===== src/rtl/serial_add_arbiter.sv =====
// Round-robin front end for a single bit-serial full-adder cell shared by two
// requesters; each accepted operation is summed LSB-first over WIDTH cycles.
module serial_add_arbiter #(
    parameter int WIDTH = 8,
    parameter int CNT_W = $clog2(WIDTH)
) (
    input  logic             clk,
    input  logic             rst_n,
    input  logic             req0_valid,
    output logic             req0_ready,
    input  logic [WIDTH-1:0] req0_a,
    input  logic [WIDTH-1:0] req0_b,
    input  logic             req1_valid,
    output logic             req1_ready,
    input  logic [WIDTH-1:0] req1_a,
    input  logic [WIDTH-1:0] req1_b,
    output logic             res_valid,
    input  logic             res_ready,
    output logic             res_id,
    output logic [WIDTH-1:0] res_sum,
    output logic             res_cout,
    output logic             busy
);

    typedef enum logic [1:0] {
        IDLE = 2'd0,
        RUN  = 2'd1,
        DONE = 2'd2
    } state_t;

    localparam logic [CNT_W-1:0] CNT_LAST = CNT_W'(WIDTH - 1);

    // Two half adders feeding an OR: returns {carry_out, sum}.
    function automatic logic [1:0] full_add(input logic a, input logic b, input logic c);
        logic half_s;
        half_s   = a ^ b;
        full_add = {(a & b) | (c & half_s), half_s ^ c};
    endfunction

    state_t            state_r;
    state_t            state_s;
    logic [WIDTH-1:0]  a_r;
    logic [WIDTH-1:0]  b_r;
    logic [WIDTH-1:0]  sum_r;
    logic              carry_r;
    logic [CNT_W-1:0]  cnt_r;
    logic              last_served_r;
    logic              res_id_r;
    logic              res_cout_r;
    logic              res_valid_r;

    logic              grant_s;
    logic              accept_s;
    logic              last_bit_s;
    logic [1:0]        fa_s;

    assign fa_s       = full_add(a_r[0], b_r[0], carry_r);
    assign last_bit_s = (state_r == RUN) && (cnt_r == CNT_LAST);
    assign accept_s   = (state_r == IDLE) && (req0_valid || req1_valid);

    // Grant selection: a lone requester wins; on a tie the one not served last wins.
    always_comb begin
        grant_s = 1'b0;
        if (req0_valid && req1_valid) begin
            grant_s = ~last_served_r;
        end else if (req1_valid) begin
            grant_s = 1'b1;
        end else begin
            grant_s = 1'b0;
        end
    end

    assign req0_ready = accept_s && !grant_s;
    assign req1_ready = accept_s && grant_s;

    // FSM state register.
    always_ff @(posedge clk or negedge rst_n) begin
        if (!rst_n) begin
            state_r <= IDLE;
        end else begin
            state_r <= state_s;
        end
    end

    // FSM next-state logic.
    always_comb begin
        state_s = state_r;
        case (state_r)
            IDLE: begin
                if (accept_s) begin
                    state_s = RUN;
                end else begin
                    state_s = IDLE;
                end
            end
            RUN: begin
                if (last_bit_s) begin
                    state_s = DONE;
                end else begin
                    state_s = RUN;
                end
            end
            DONE: begin
                if (res_ready) begin
                    state_s = IDLE;
                end else begin
                    state_s = DONE;
                end
            end
            default: state_s = IDLE;
        endcase
    end

    // Operand load, bit-serial add sequencing and result holding.
    always_ff @(posedge clk or negedge rst_n) begin
        if (!rst_n) begin
            a_r           <= '0;
            b_r           <= '0;
            sum_r         <= '0;
            carry_r       <= 1'b0;
            cnt_r         <= '0;
            last_served_r <= 1'b1;
            res_id_r      <= 1'b0;
            res_cout_r    <= 1'b0;
            res_valid_r   <= 1'b0;
        end else begin
            case (state_r)
                IDLE: begin
                    if (accept_s) begin
                        a_r           <= grant_s ? req1_a : req0_a;
                        b_r           <= grant_s ? req1_b : req0_b;
                        carry_r       <= 1'b0;
                        cnt_r         <= '0;
                        res_id_r      <= grant_s;
                        last_served_r <= grant_s;
                    end
                end
                RUN: begin
                    a_r     <= a_r >> 1;
                    b_r     <= b_r >> 1;
                    sum_r   <= {fa_s[0], sum_r[WIDTH-1:1]};
                    carry_r <= fa_s[1];
                    cnt_r   <= cnt_r + CNT_W'(1);
                    if (last_bit_s) begin
                        res_cout_r  <= fa_s[1];
                        res_valid_r <= 1'b1;
                    end
                end
                DONE: begin
                    if (res_ready) begin
                        res_valid_r <= 1'b0;
                    end
                end
                default: res_valid_r <= 1'b0;
            endcase
        end
    end

    assign res_valid = res_valid_r;
    assign res_id    = res_id_r;
    assign res_sum   = sum_r;
    assign res_cout  = res_cout_r;
    assign busy      = (state_r != IDLE);

endmodule


===== config.mk =====
export PLATFORM = sky130hd
export DESIGN_NAME = serial_add_arbiter
export DESIGN_NICKNAME = d
export VERILOG_FILES = /design/src/rtl/serial_add_arbiter.sv
export SDC_FILE = /design/constraint.sdc
export NUM_CORES = 1
export LEC_CHECK = 0
export BUFFER_PORTS_ARGS = -buffer_cell sky130_fd_sc_hd__buf_2
export CAP_MARGIN = 25
export CORE_UTILIZATION = 55
export CTS_CLUSTER_SIZE = 28
export DETAILED_ROUTE_END_ITERATION = 8
export MAX_ROUTING_LAYER = met4
export PLACE_DENSITY_LB_ADDON = 0.08
export SLEW_MARGIN = 0
export SYNTH_ARGS = -nofsm -noshare
export SYNTH_HDL_FRONTEND = slang
export SYNTH_SLANG_ARGS = --single-unit

===== constraint.sdc =====
create_clock -name clk -period 3.8 [get_ports clk]
set_input_delay 0.38 -clock clk [delete_from_list [all_inputs] [get_ports clk]]
set_output_delay 0.38 -clock clk [all_outputs]
set_load 0.01 [all_outputs]

==> metrics.md <==
| Metric | Value |
|---|---|
| Status | complete, no violations |
| Total GRT Usage | 21.4% |
| Clk_lat worst skew | 0.34 ns |
| Post-Route WL | 3.13 mm |
| Final nets | 255 |
| Async SR Flop Fraction | 100% |
| Final setup viols | 0 |
| Setup TNS | 0 ns |
| Syn Area/Cell | 10.6 um2 |
| Unrepaired setup endpoints after global routing | false |
| CTS Root Buffer Type | clkbuf_4 |
| CTS tree | yes |
| # fillers | 256 |
| Crit path time final | 1.81 ns |
| Vias | 1316 |
| Total power | 0.00158 W |
| CTS H-tree depth | 2 |
| Synthesized cell area | 1740 um2 |
| Num CTS Buffers | 5 |
| Core area | 3030 um2 |
| Synth warn | 0 |
| Drt via density | 5.06 |
| Max cap viols | 0 |
| Largest net degree at the start of global routing | 35 |
| Startpoint Class | flop |
| Final Instance Area | 2070 um2 |
| Most frequent cells in the layout | buf_2 (50), nand2_1 (48), dfrtp_1 (33), mux2i_1 (19), inv_1 (14) |
| Min-delay worst type | input port to asynchronous set/reset pin |
| Final Hold Viols | 0 |
| Delay-heaviest family, CP | flip-flops |
| Post-CTS Setup Bufs | 0 |
| Synth Flop Type | dfrtp_1 |
| Gp weighted congestion | 0.747 |
| DR WL/cell | 12.0 um |
| Die X | 58.3 um |
| Flop-to-flop setup slack | 2.07 ns |
| Period utilisation layout | 47.5% |
| Layout cells sized above 1 | 36.1% |
| IO Port Bufs | 50 |
| Initial Util | 57.6% |
| Vias in the first global route | 1223 |
| PD cells | 763 nW/um2 |
| Worst slew pin tran | 0.746 ns |
| Post-placement cell area | 1990 um2 |
| Bufs on Longest Clock Path | 2 |
| Critical path type | flop to primary output |
| First-pass GRT wire length | 5.29 mm |
| Fin. max-slew vios | 0 |
| IO Count | 51 |
| FF-to-FF End | b_r[0] |
| Initial antenna violation count | 0 |
| Crit path DAT | 1.43 ns |
| # resized after CTS | 0 |
| Reg2reg start | state_r[1] |
| Row count | 20 |
| Commonest non-fill, non-tap cell in the layout | buf_2 |
| Post-route ant nets | 0 |
| Worst clock skew | 0.00785 ns |
| Total congestion overflow | 0 |
| Number of synthesized flops with an enable pin | 0 |
| Leakage | 1.07 nW |
| Synth Instances | 164 |
| Crit path max fanout | 15 |
| Worst-case reg-to-reg path depth | 3 |
| DR DRC count | 0 |
| Die area | 3400 um2 |
| DR iter-0 viols | 48 |
| Die height | 58.3 um |
| Critical path cell sequence | a21boi_2 -> buf_8 -> nor2_1 -> buf_2 |
| CTS sink count | 34 |
| Worst rel slew slack | 50.3% |
| Unique masters post-synth | 28 |
| CP endpoint kind | primary output |
| CTS Hold Buffers Added | 0 |
| Sequential area share after synthesis | 48.9% |
| Max Clk Rate | 0.554 GHz |
| N_diodes | 0 |
| Critical path's slowest cell | dfstp_2 |
| Worst-path clk slew | 0.10 ns |
| CP peak stage delay | 0.40 ns |
| Worst path buffer plus inverter count | 2 |
| VDD IR max | 0.000369 V |
| Hpwl dp | 2.30 mm |
| Drt first pass iters | 4 |
| WP data required | 3.42 ns |
| Syn nets | 204 |
| Synthesis-stage register bit count | 34 |
| Area Overhead vs Synth | 18.7% |
==> worst register-to-register path, delay by kind of cell, from the launching register on <==
family / cells / cell delay [ns]
compound gates: 2 / 0.60
flops: 1 / 0.46
simple gates: 1 / 0.58
==> cell families (layout without fill, tap and decap cells) <==
kind of cell	after synthesis	in the layout	synth area share [%]
buffers and inverters	24	76	7.82
muxes	20	20	11.8
and+or+nand+nor	56	56	13.1
DFF	34	34	48.9
AOI/OAI and AO/OA	27	27	15.9
adders and majority gates	3	3	2.58
==> worst max-delay path by stage <==
| stage | from | cells past startpoint | to | slack (ns) |
|---|---|---|---|---|
| floorplan | state_r[0] | 4 | req0_ready | 2.31 |
| global placement | req0_valid | 4 | req1_ready | 1.62 |
| detailed placement | state_r[0] | 3 | res_cout | 1.83 |
| CTS | state_r[0] | 3 | res_cout | 1.81 |
| global route | state_r[1] | 3 | b_r[0] | 1.86 |
| finish | last_served_r | 4 | req0_ready | 1.99 |
==> final cells by class <==
cell class,count,area (um2),area share (%)
clock buffers,7,55.1,2.66
clock inverters,1,5.00,0.242
inverters,15,56.3,2.72
multi-input cells,106,758,36.6
flip-flops and latches,34,852,41.2
well taps,44,55.1,2.66
repair buffers,53,288,13.9
==> per-stage QoR <==
stage	util, %	setup slack [ns]	hold slack [ns]	cells
after floorplan	-	2.31	0.0844	164
after global placement	65.4	1.62	0.454	250
after detailed placement	65.9	1.83	0.466	251
after CTS	67.9	1.81	0.110	259
after global routing	68.3	1.86	0.145	260
final	68.3	1.99	0.0932	260
==> synth_stat cells, types with 3 or more instances <==
cell type / instances / area [um2]
nand2_1: 48 / 180
dfrtp_1: 33 / 826
mux2i_1: 19 / 190
inv_1: 14 / 52.6
o221ai_2: 9 / 135
o221ai_1: 5 / 43.8
buf_2: 3 / 15.0
buf_4: 3 / 22.5
nor2_1: 3 / 11.3
o211ai_1: 3 / 22.5
o21ai_0: 3 / 15.0
==> metal layers <==
layer,vias up,GRT usage [%],routed length [um],share of wire (%)
li1,653,-,-,-
met1,625,23.3,1330,42
met2,34,37.3,1620,52
met3,4,5.93,140,4.5
met4,0,8.16,38,1.2
met5,-,-,0,0
==> sequential cells by signal, indices dropped and copies added (netlist names) <==
name / count
a_r: 8
b_r: 8
carry_r: 1
cnt_r: 3
last_served_r: 1
res_cout: 1
res_id: 1
res_sum: 8
res_valid: 1
state_r: 2
==> report_power, final <==
part	switching [W]	leakage [nW]	internal (W)	total, W
logic	0.000412	0.617	0.000313	0.000725
registers	0.000108	0.420	0.000536	0.000645
clock network	0.000119	0.0353	0.0000896	0.000209
(Power assumes the default switching activity.)
